--- src/rtl/tinyqv_alu_sequencer_if.sv ---
// Bundle between the ALU sequencer, its requester and the nibble ALU/shifter.
// The slave side is the sequencer; the master side is the surrounding core.
interface tinyqv_alu_sequencer_if;
   logic        start;
   logic [3:0]  op;
   logic [31:0] a;
   logic [31:0] b;
   logic [3:0]  alu_op;
   logic [3:0]  alu_a;
   logic [3:0]  alu_b;
   logic        alu_cy_in;
   logic        alu_cmp_in;
   logic [3:0]  alu_d;
   logic        alu_cy_out;
   logic        alu_cmp_res;
   logic [2:0]  counter;
   logic [3:0]  shift_d;
   logic        busy;
   logic        done;
   logic [31:0] result;
   logic        cmp;

   modport slave (
      input  start, op, a, b,
      input  alu_d, alu_cy_out, alu_cmp_res, shift_d,
      output alu_op, alu_a, alu_b, alu_cy_in, alu_cmp_in,
      output counter, busy, done, result, cmp
   );

   modport master (
      output start, op, a, b,
      output alu_d, alu_cy_out, alu_cmp_res, shift_d,
      input  alu_op, alu_a, alu_b, alu_cy_in, alu_cmp_in,
      input  counter, busy, done, result, cmp
   );
endinterface

--- src/rtl/tinyqv_alu_sequencer.sv ---
// Runs a 32-bit ALU/shift op through a 4-bit ALU, one nibble per cycle,
// LSB first, chaining carry and compare between nibbles.
module tinyqv_alu_sequencer (
   input logic                   clk,
   input logic                   rstn,
   tinyqv_alu_sequencer_if.slave bus
);

   typedef enum logic [1:0] {
      S_IDLE,
      S_RUN,
      S_DONE
   } state_t;

   state_t      state_q, state_d;
   logic [2:0]  cnt_q, cnt_d;
   logic [3:0]  op_q, op_d;
   logic [31:0] a_q, a_d;
   logic [31:0] b_q, b_d;
   logic        cy_q, cy_d;
   logic        cmpr_q, cmpr_d;
   logic [31:0] res_q, res_d;
   logic        cmp_q, cmp_d;

   logic        run;
   logic        is_slt;
   logic        is_shift;
   logic [4:0]  base;
   logic [3:0]  nib;

   assign run      = (state_q == S_RUN);
   assign is_slt   = (op_q[2:1] == 2'b01);
   assign is_shift = (op_q[1:0] == 2'b01);
   assign base     = {cnt_q, 2'b00};

   always_comb begin
      nib = bus.alu_d;
      if (is_slt)
         nib = 4'h0;
      else if (is_shift)
         nib = bus.shift_d;
   end

   always_comb begin
      state_d = state_q;
      cnt_d   = cnt_q;
      op_d    = op_q;
      a_d     = a_q;
      b_d     = b_q;
      cy_d    = cy_q;
      cmpr_d  = cmpr_q;
      res_d   = res_q;
      cmp_d   = cmp_q;
      unique case (state_q)
         S_IDLE: begin
            if (bus.start) begin
               state_d = S_RUN;
               op_d    = bus.op;
               a_d     = bus.a;
               b_d     = bus.b;
               cnt_d   = 3'd0;
               res_d   = 32'h0;
               cy_d    = bus.op[1] | bus.op[3];
               cmpr_d  = 1'b1;
            end
         end
         S_RUN: begin
            cy_d              = bus.alu_cy_out;
            cmpr_d            = bus.alu_cmp_res;
            cnt_d             = cnt_q + 3'd1;
            res_d[base +: 4]  = nib;
            if (cnt_q == 3'd7) begin
               state_d = S_DONE;
               cmp_d   = bus.alu_cmp_res;
               // Set-less-than results are the final compare bit only.
               if (is_slt)
                  res_d = {31'h0, bus.alu_cmp_res};
            end
         end
         S_DONE: begin
            state_d = S_IDLE;
         end
         default: begin
            state_d = S_IDLE;
         end
      endcase
   end

   always_ff @(posedge clk or negedge rstn) begin
      if (!rstn) begin
         state_q <= S_IDLE;
         cnt_q   <= 3'd0;
         op_q    <= 4'h0;
         a_q     <= 32'h0;
         b_q     <= 32'h0;
         cy_q    <= 1'b0;
         cmpr_q  <= 1'b1;
         res_q   <= 32'h0;
         cmp_q   <= 1'b0;
      end else begin
         state_q <= state_d;
         cnt_q   <= cnt_d;
         op_q    <= op_d;
         a_q     <= a_d;
         b_q     <= b_d;
         cy_q    <= cy_d;
         cmpr_q  <= cmpr_d;
         res_q   <= res_d;
         cmp_q   <= cmp_d;
      end
   end

   assign bus.alu_op     = op_q;
   assign bus.alu_a      = run ? a_q[base +: 4] : 4'h0;
   assign bus.alu_b      = run ? b_q[base +: 4] : 4'h0;
   assign bus.alu_cy_in  = cy_q;
   assign bus.alu_cmp_in = cmpr_q;
   assign bus.counter    = run ? cnt_q : 3'd0;
   assign bus.busy       = run;
   assign bus.done       = (state_q == S_DONE);
   assign bus.result     = res_q;
   assign bus.cmp        = cmp_q;

endmodule

--- src/flat_wrapper.sv ---
// flat-port wrapper written by rule: the top's interface ports become plain ports
module tinyqv_alu_sequencer_flat 
  (clk, rstn, bus_start, bus_op, bus_a, bus_b, bus_alu_d, bus_alu_cy_out, bus_alu_cmp_res, bus_shift_d, bus_alu_op, bus_alu_a, bus_alu_b, bus_alu_cy_in, bus_alu_cmp_in, bus_counter, bus_busy, bus_done, bus_result, bus_cmp);
  tinyqv_alu_sequencer_if bus_i ();
  input logic clk;
  input logic rstn;
  input wire logic [$bits(bus_i.start)-1:0] bus_start;
  input wire logic [$bits(bus_i.op)-1:0] bus_op;
  input wire logic [$bits(bus_i.a)-1:0] bus_a;
  input wire logic [$bits(bus_i.b)-1:0] bus_b;
  input wire logic [$bits(bus_i.alu_d)-1:0] bus_alu_d;
  input wire logic [$bits(bus_i.alu_cy_out)-1:0] bus_alu_cy_out;
  input wire logic [$bits(bus_i.alu_cmp_res)-1:0] bus_alu_cmp_res;
  input wire logic [$bits(bus_i.shift_d)-1:0] bus_shift_d;
  output wire logic [$bits(bus_i.alu_op)-1:0] bus_alu_op;
  output wire logic [$bits(bus_i.alu_a)-1:0] bus_alu_a;
  output wire logic [$bits(bus_i.alu_b)-1:0] bus_alu_b;
  output wire logic [$bits(bus_i.alu_cy_in)-1:0] bus_alu_cy_in;
  output wire logic [$bits(bus_i.alu_cmp_in)-1:0] bus_alu_cmp_in;
  output wire logic [$bits(bus_i.counter)-1:0] bus_counter;
  output wire logic [$bits(bus_i.busy)-1:0] bus_busy;
  output wire logic [$bits(bus_i.done)-1:0] bus_done;
  output wire logic [$bits(bus_i.result)-1:0] bus_result;
  output wire logic [$bits(bus_i.cmp)-1:0] bus_cmp;
  assign bus_i.start = bus_start;
  assign bus_i.op = bus_op;
  assign bus_i.a = bus_a;
  assign bus_i.b = bus_b;
  assign bus_i.alu_d = bus_alu_d;
  assign bus_i.alu_cy_out = bus_alu_cy_out;
  assign bus_i.alu_cmp_res = bus_alu_cmp_res;
  assign bus_i.shift_d = bus_shift_d;
  assign bus_alu_op = bus_i.alu_op;
  assign bus_alu_a = bus_i.alu_a;
  assign bus_alu_b = bus_i.alu_b;
  assign bus_alu_cy_in = bus_i.alu_cy_in;
  assign bus_alu_cmp_in = bus_i.alu_cmp_in;
  assign bus_counter = bus_i.counter;
  assign bus_busy = bus_i.busy;
  assign bus_done = bus_i.done;
  assign bus_result = bus_i.result;
  assign bus_cmp = bus_i.cmp;
  tinyqv_alu_sequencer u_core (.clk(clk), .rstn(rstn), .bus(bus_i));
endmodule
--- config.mk ---
export PLATFORM = sky130hd
export DESIGN_NAME = tinyqv_alu_sequencer_flat
export DESIGN_NICKNAME = d
export VERILOG_FILES = /design/src/rtl/tinyqv_alu_sequencer_if.sv /design/src/rtl/tinyqv_alu_sequencer.sv /design/src/flat_wrapper.sv
export SDC_FILE = /design/constraint.sdc
export NUM_CORES = 1
export LEC_CHECK = 0
export ABC_AREA = 0
export BUFFER_PORTS_ARGS = -buffer_cell sky130_fd_sc_hd__buf_2
export CORE_UTILIZATION = 30
export CTS_BUF_LIST = sky130_fd_sc_hd__clkbuf_4 sky130_fd_sc_hd__clkbuf_8
export DETAILED_ROUTE_END_ITERATION = 6
export GPL_ROUTABILITY_DRIVEN = 0
export PLACE_DENSITY = 0.58
export SLEW_MARGIN = 20
export SYNTH_ARGS = -nofsm -noshare
export SYNTH_HDL_FRONTEND = slang
export SYNTH_SLANG_ARGS = --single-unit
--- constraint.sdc ---
create_clock -name clk -period 5.4 [get_ports clk]
set_input_delay 0.54 -clock clk [delete_from_list [all_inputs] [get_ports clk]]
set_output_delay 0.54 -clock clk [all_outputs]
set_load 0.01 [all_outputs]
# == Yosys cells after proc, flatten, opt, wreduce, memory -nomap -nowiden ==
# Cells that the tools add are included.
# totals
elab_cells,48
in_bits,81
register_bits,108
out_inout_bits,52
# classes
shift,4
bitwise,1
addsub,2
n_mux,19
n_reduce_logical,6
n_eq_ne,7
# ops
op,n
$mux W32,3
$pmux W32 S2,1
$shiftx A32 B6 Y4,2
$bwmux W32,1
$shift A4 B7 Y32 const A,1
$shiftx A4 B7 Y32,1
$mux W4,4
$reduce_and A2 Y1,4
$neg A5 Y7,1
$eq A2 B1 Y1 const B,3
$mux W3,2
$pmux W3 S2,1
$mux W2,2
$ne A2 B2 Y1 const B,2
$pmux W1 S2,2
$pmux W2 S2,1
$add A3 B1 Y3 const B,1
$eq A3 B3 Y1 const B,1
$eq A2 B2 Y1 const B,1
$logic_not A2 Y1,1
$mux W1,2
$reduce_bool A2 Y1,1
$or A1 B1 Y1,1

# == Depth between registers and ports, before layout ==
# Gate-level depths: netlist (run 1).
# depth
depth_word,8
depth_mapped,10
mapped_depth_nobuf,7

# == Worst setup path after synthesis (run 1) ==
# No wires, ideal clock.
# synth_path
path_type,reg2reg
startpoint,register u_core.cnt_q[1]
endpoint,"register u_core.res_q[10], in the netlist u_core.bus.result[10]"
synth_period_minus_slack_ns,2.420
setup_ns,0.080
t_required_ns,5.320
n_path_buf,3
stages_incl_launch_ff,9
arrival_ns,2.340
slack_ns,2.980
path_cell_list,dfrtp_1 buf_2 buf_2 inv_1 ha_1 ha_1 clkbuf_1 or4b_4 o2bb2ai_1
# synth_between
elab_chain_cells,6
elab_cells_between_ends,8
classes_between,add/sub: 1; eq/ne: 1; shift: 2; mux: 4
# synth_rtl
item,line_no,source
start: declaration,tinyqv_alu_sequencer.sv:16,"logic [2:0] cnt_q, cnt_d;"
start signal: assignment,tinyqv_alu_sequencer.sv:102,cnt_q <= cnt_d;
$neg A5 Y7,tinyqv_alu_sequencer.sv:71,res_d[base +: 4] = nib;
$shiftx A4 B7 Y32 / $shift A4 B7 Y32 (equally long branches),tinyqv_alu_sequencer.sv:71,
$bwmux W32,tinyqv_alu_sequencer.sv:71,
$mux W32,tinyqv_alu_sequencer.sv:76,if (is_slt)
$mux W32 (*),tinyqv_alu_sequencer.sv:72,if (cnt_q == 3'd7) begin
$pmux W32 S2 (*),tinyqv_alu_sequencer.sv:54,unique case (state_q)
end signal: assignment,tinyqv_alu_sequencer.sv:108,res_q <= res_d;
end: declaration,tinyqv_alu_sequencer.sv:22,"logic [31:0] res_q, res_d;"
# Mark *: on every way between the ends. The rest lies on a longest branch, timed or not.
# A chain may end at the register's enable or synchronous reset.

# == Worst setup path after layout (run 1) ==
# layout_path
startpoint,register u_core.cnt_q[0]
endpoint,output port bus_alu_a[1]
# layout_between
elab_chain_cells,2
# layout_rtl
item,line_no,source
$shiftx A32 B6 Y4,tinyqv_alu_sequencer.sv:114,assign bus.alu_a = run ? a_q[base +: 4] : 4'h0;
$mux W4,tinyqv_alu_sequencer.sv:114,
end: declaration,flat_wrapper.sv:16,output wire logic [$bits(bus_i.alu_a)-1:0] bus_alu_a;
# Every way passes these cells.

==> results of run 1 <==
[cells in the mapped netlist (2+ instances only)]
master / instances / share of area
mux2i_1: 4 / 0.0081
or3_4: 3 / 0.0068
nor3b_1: 3 / 0.0045
clkbuf_1: 6 / 0.0045
mux2_2: 60 / 0.14
mux4_2: 16 / 0.073
o22a_1: 2 / 0.0035
and4b_1: 3 / 0.0060
a31o_2: 4 / 0.0071
o2bb2ai_1: 24 / 0.042
inv_2: 2 / 0.0015
nor2_1: 15 / 0.011
o21ai_1: 7 / 0.0071
buf_2: 11 / 0.011
mux2_1: 9 / 0.020
o21ai_0: 4 / 0.0040
ha_1: 8 / 0.020
dfrtp_1: 107 / 0.54
a22o_1: 7 / 0.012
buf_6: 2 / 0.0045
a31oi_1: 4 / 0.0050
nand2_1: 22 / 0.017
a21oi_1: 10 / 0.010
nand3_1: 3 / 0.0030
inv_1: 3 / 0.0023
[cells by family (layout without fill, tap and decap cells)]
logic type / Yosys count / after routing
AOI/OAI and AO/OA: 64 / 64
other: 0 / 2
and+or+nand+nor: 64 / 64
adders and majority gates: 8 / 8
buffers and inverters: 26 / 158
muxes: 89 / 89
DFF: 108 / 108
[state kept, by name (all words and copies together) (netlist names)]
name,flops
u_core.bus.alu_cmp_in,1
u_core.bus.alu_op,4
u_core.bus.result,32
u_core.state_q,2
u_core.bus.alu_cy_in,1
u_core.b_q,32
u_core.a_q,32
u_core.bus.cmp,1
u_core.cnt_q,3
[through the flow]
step                      power [W]  cell area (um^2)  instances  utilization
after floorplan            0.002480              4966        359            -
final                      0.003436              6023        709       0.3764
after CTS                  0.003488              6018        707       0.3761
after detailed placement   0.003006              5828        691       0.3642
after global routing       0.003687              6021        708       0.3763
after global placement     0.002957              5828        691       0.3642
[routing by layer]
metal / global-route usage / vias to the layer above
li1: - / 1592
met1: 0.1768 / 1729
met2: 0.2589 / 100
met3: 0.06189 / 5
met4: 0.03516 / 0
met5: 0 / -
[layout by cell type (no fill, tap or decap), drive strengths merged, types with 2 or more instances in the layout]
| cell type | instances |
|---|---|
| a21oi | 10 |
| a22o | 7 |
| a31o | 4 |
| a31oi | 4 |
| and4b | 3 |
| buf | 136 |
| clkbuf | 12 |
| clkinv | 4 |
| dfrtp | 107 |
| diode | 2 |
| ha | 8 |
| inv | 6 |
| mux2 | 69 |
| mux2i | 4 |
| mux4 | 16 |
| nand2 | 23 |
| nand3 | 3 |
| nor2 | 15 |
| nor3b | 4 |
| o21ai | 11 |
| o22a | 2 |
| o2bb2ai | 24 |
| or3 | 3 |
[worst max-delay path by stage]
stage | endpoint | startpoint
2_1_floorplan | u_core.bus.result[10] | u_core.cnt_q[1]
3_3_place_gp | u_core.bus.result[0] | u_core.cnt_q[0]
3_5_place_dp | u_core.bus.result[18] | u_core.cnt_q[0]
4_1_cts | bus_alu_a[1] | u_core.cnt_q[0]
5_1_grt | u_core.bus.result[18] | u_core.cnt_q[0]
6_report | bus_alu_a[1] | u_core.cnt_q[0]
[cell type report]
cell class / count / area (um^2) / area share
Sequential cell: 108 / 2704 / 0.4489
Timing Repair Buffer: 136 / 693.2 / 0.1151
Clock inverter: 4 / 31.28 / 0.005193
Multi-Input combinational cell: 225 / 2133 / 0.3542
Tap cell: 216 / 270.3 / 0.04487
Clock buffer: 12 / 158.9 / 0.02638
Antenna cell: 2 / 5.005 / 0.0008309
Inverter: 6 / 27.53 / 0.004570
[power by group]
part	total, W	switching [W]	internal, W	leakage, nW
Clock	0.000477	0.000276	0.000201	0.100
Combinational	0.00153	0.000760	0.000773	1.34
Sequential	0.00143	0.000274	0.00115	1.34
==> impl_metrics.py, run 1 <==
metrics = {
    "clock_tree": {
        "hold_buffers": 0,
        "clockRootBuffer": "clkbuf_8",
        "cts_resized": 0,
        "cts_buffers": 9,
        "insertion_delay_ns": 0.39,
        "clk_pin_slew_ns": 0.11,
        "clock-sinks": 108,
        "cts.path.max_buffers": 2,
        "cts_tree": "done",
        "htreeDepth": 3,
        "cts_setup_buffers": 0,
    },
    "global_route": {
        "grt_remaining_overflow": 0,
        "grt_max_degree": 60,
        "antenna_found_initial": 3,
        "grt_pass1_vias": 3581,
        "grt_pass1_wl_um": 19050,
        "grtUsageTotal": 0.1513,
    },
    "critical_path": {
        "cp.depth": 5,
        "crit_fanout": 16,
        "crit_path_max_incr_delay_ns": 0.87,
        "reg2reg_depth": 7,
        "cp.arrival_ns": 2.49,
        "rr_startpoint": "u_core.cnt_q[0]",
        "path_cells": "buf_4 -> mux4_2 -> nand2_1 -> a21oi_1 -> buf_2",
        "r2r_end": "u_core.bus.result[18]",
        "slowest_stage": "dfrtp_1",
        "cp_top_family": "flip-flops",
        "r2r_setup_slack_ns": 2.38,
        "startpoint_type": "register",
        "timing.critical_path.buf_inv": 2,
        "crit_type": "register to output pin",
        "cp.required_ns": 4.86,
        "crit_path_end_kind": "output pin",
    },
    "floorplanning": {
        "core_um2": 16000,
        "die_x_um": 130.7,
        "rows": 46,
        "ioPinCount": 133,
        "dieArea_um2": 17070,
        "start_util": 0.3104,
        "die_h_um": 130.7,
    },
    "sta": {
        "fmax_mhz": 330.3,
        "finalSetupTns_ns": 0,
        "layout_setup_ws_ns": 2.372,
        "slew_headroom": 0.3407,
        "fin_crit_ns": 3.028,
        "drv_slew": 0,
        "setup_violations": 0,
        "worst_slew_pin_slew_ns": 0.9879,
        "whs_ns": 0.1543,
        "finalHoldViolCount": 0,
        "timing.final.crit_share": 0.5607,
        "rsz0062_at_grt": "no",
        "clock_skew_ns": 0.02171,
    },
    "route": {
        "wl_met1_um": 5274,
        "dr_wl_met3_um": 937,
        "wl_met2_um": 5982,
        "avgRoutedWirePerCell_um": 17.31,
        "drt_iter0_markers": 113,
        "ant_nets": 0,
        "drc": 0,
        "first_pass_iters": 4,
        "drt_wl_total_um": 12270,
        "num_vias": 3426,
        "highest_layer": "met4",
        "viasPerCell": 4.832,
    },
    "yosys": {
        "synth_top_family_by_area": "multiplexers",
        "seq_area_frac_synth": 0.5445,
        "ys_warn_count": 0,
        "muxShareOfSynthArea": 0.2371,
        "yosys.area_share.xor_xnor": 0,
        "mappedNetlistNets": 448,
        "avgSynthCellArea_um2": 13.83,
        "async_flop_share": 1.000,
        "synth_flop_cell": "dfrtp_1",
        "syn_area_um2": 4966,
        "ys_ff_latch": 108,
        "synth_compound_area_frac": 0.09524,
        "syn_inst": 359,
        "synthAdderAreaFrac": 0.02016,
        "synth_cell_types": 45,
        "yosys.area_share.simple": 0.07584,
        "synth_edf_count": 0,
    },
    "power": {
        "power_density_nw_per_um2": 570.5,
        "power_leakage_nw": 2.779,
        "vdd.ir_drop.worst_v": 0.0004052,
    },
    "cells_and_area": {
        "fillers": 1658,
        "syn_to_final_growth_pct": 21.29,
        "nets": 575,
        "drive_gt1_frac": 0.4990,
    },
    "place": {
        "io_buffers": 132,
        "place.detailed.hpwl_um": 9343,
        "dp_slack_ns": 2.333,
    },
    "outcome": {
        "status": "completed",
    },
    "min_path": {
        "min_path_type": "primary input to async pin",
    },
    "run": {
        "cap_violations": 0,
    },
}
No activity file was read; power rests on OpenSTA's default activity.
==> run 2, diff against run 1 <==
==> constraint.sdc (replaced) <==
create_clock -name clk -period 3 [get_ports clk]
set_input_delay 0.3 -clock clk [delete_from_list [all_inputs] [get_ports clk]]
set_output_delay 0.3 -clock clk [all_outputs]
set_load 0.01 [all_outputs]
==> run 2 against run 1 <==
- sequential power up 73%
- die area unchanged
- first-iteration DRC count grew 7.1%
- routed wire length down 2.6%
- global-route usage fell by 0.36 points
- sequential share of layout area decreased by 0.66 points
- setup slack lost 1.7 ns
- largest power group unchanged
==> impl_metrics.py, run 2 (synthesized netlist as in run 1, its figures left out) <==
metrics = {
    "run": {
        "cap_violations": 0,
    },
    "cells_and_area": {
        "drive_gt1_frac": 0.5020,
        "final_common_cell": "buf_2",
        "nets": 580,
        "syn_to_final_growth_pct": 23.10,
        "mostFrequentLayoutCells": "buf_2 (131), dfrtp_1 (107), mux2_2 (60), o2bb2ai_1 (24), nand2_1 (22)",
        "fillers": 1638,
    },
    "floorplanning": {
        "start_util": 0.3104,
        "die_h_um": 130.7,
        "core_um2": 16000,
        "die_x_um": 130.7,
        "dieArea_um2": 17070,
        "ioPinCount": 133,
        "rows": 46,
    },
    "min_path": {
        "hold_end": "u_core.b_q[12]",
        "min_path_type": "primary input to register",
        "min_from": "bus_b[12]",
        "hold_depth": 2,
    },
    "clock_tree": {
        "insertion_delay_ns": 0.38,
        "cts_buffers": 9,
        "htreeDepth": 3,
        "clockRootBuffer": "clkbuf_8",
        "cts.path.max_buffers": 2,
        "clock-sinks": 108,
        "cts_tree": "done",
        "clk_pin_slew_ns": 0.10,
    },
    "power": {
        "power_leakage_nw": 2.825,
        "p_sw_frac": 0.3686,
        "intPower_w": 0.003998,
        "p_clk_frac": 0.156,
        "seq_power_share": 0.389,
        "power.total_w": 0.006333,
        "power_density_nw_per_um2": 1036,
        "p_comb_frac": 0.454,
        "vdd.ir_drop.worst_v": 0.0004173,
        "p_switching_w": 0.002334,
    },
    "sta": {
        "fin_crit_ns": 2.352,
        "setup_violations": 0,
        "finalHoldViolCount": 0,
        "timing.final.crit_share": 0.7841,
        "worst_slew_pin_slew_ns": 0.7787,
        "finalSetupTns_ns": 0,
        "slew_headroom": 0.4785,
        "drv_slew": 0,
        "whs_ns": 0.1280,
        "rsz0062_at_grt": "no",
        "fmax_mhz": 425.1,
        "clock_skew_ns": 0.01854,
    },
    "global_route": {
        "grtUsageTotal": 0.1477,
        "antenna_found_initial": 2,
        "grt_remaining_overflow": 0,
        "grt_pass1_vias": 3536,
        "grt_pass1_wl_um": 18750,
        "grt_max_degree": 60,
    },
    "route": {
        "ant_nets": 0,
        "avgRoutedWirePerCell_um": 16.74,
        "drt_iter0_markers": 121,
        "viasPerCell": 4.786,
        "num_vias": 3417,
        "first_pass_iters": 4,
        "drt_wl_total_um": 11950,
        "drc": 0,
    },
    "critical_path": {
        "r2r_setup_slack_ns": 0.70,
        "r2r_end": "u_core.bus.result[0]",
        "crit_fanout": 24,
        "reg2reg_depth": 7,
        "startpoint_type": "register",
        "cp.required_ns": 2.70,
        "cp.arrival_ns": 2.05,
        "crit_type": "register to output pin",
        "rr_startpoint": "u_core.cnt_q[1]",
        "crit_path_end_kind": "output pin",
    },
    "place": {
        "io_buffers": 132,
        "place.detailed.hpwl_um": 9153,
    },
    "outcome": {
        "status": "completed",
    },
}
-- run 2: changes by cell type in the layout (fill, tap and decap cells not counted), sizes merged --
cell and change:
buf +4, bufinv +2, clkbuf -1, clkinv -1, dlygate4sd3 +1
-- run 2: how the worst max path moves through the flow --
stage,end,start,depth (start not counted)
CTS,bus_alu_a[1],u_core.cnt_q[0],5
detailed placement,u_core.bus.result[11],u_core.cnt_q[0],7
finish,bus_alu_a[1],u_core.cnt_q[0],5
global placement,u_core.bus.result[9],u_core.cnt_q[0],7
floorplan,u_core.bus.result[8],u_core.cnt_q[1],8
global route,u_core.bus.result[18],u_core.cnt_q[1],7
-- run 2: per-layer routing --
| layer | GRT usage | wire length, um | vias to the layer above |
|---|---|---|---|
| met5 | 0 | 0 | - |
| met3 | 0.05537 | 943 | 7 |
| met1 | 0.1823 | 5189 | 1681 |
| met2 | 0.2449 | 5713 | 115 |
| li1 | - | - | 1614 |
| met4 | 0.03448 | 108 | 0 |
-- run 2: through the flow --
step | setup slack [ns] | util | area, um^2 | cells
6_report | 0.6478 | 0.3821 | 6113 | 714
5_1_grt | 0.4633 | 0.3818 | 6108 | 712
4_1_cts | 0.5843 | 0.3818 | 6108 | 712
3_5_place_dp | 0.7095 | 0.3669 | 5871 | 695
3_3_place_gp | 0.7879 | 0.3669 | 5871 | 695
2_1_floorplan | 0.5800 | - | 4966 | 359
-- run 2: power groups by stage --
stage / Combinational [W] / Sequential [W] / Clock [W]
2_1_floorplan: 0.00204 / 0.00243 / 0
3_3_place_gp: 0.00286 / 0.00247 / 0
3_5_place_dp: 0.00292 / 0.00250 / 0
4_1_cts: 0.00292 / 0.00247 / 0.00103
5_1_grt: 0.00317 / 0.00255 / 0.00108
6_report: 0.00288 / 0.00247 / 0.000991
-- run 2: cell type report --
type                            instances  area (um^2)  area share
Sequential cell                       108         2704      0.4423
Multi-Input combinational cell        225         2133      0.3490
Timing Repair Buffer                  141        745.7      0.1220
Tap cell                              216        270.3     0.04421
Clock buffer                           11        145.1     0.02374
Clock inverter                          5        82.58     0.01351
Inverter                                6        27.53    0.004503
Antenna cell                            2        5.005   0.0008187
-- run 2: what timing repair did --
| item | CTS | global route |
|---|---|---|
| endpoints found under the hold margin | 49 | 0 |
| hold buffers | 1 | 0 |
| setup buffers | 0 | 0 |
| resized for setup | 0 | 0 |
-- run 2: critical path, stage by stage (launching register included) --
cell	delay, ns
dfrtp_1	0.36
buf_4	0.38
mux4_2	0.58
nand2_1	0.10
a21oi_1	0.09
buf_2	0.15
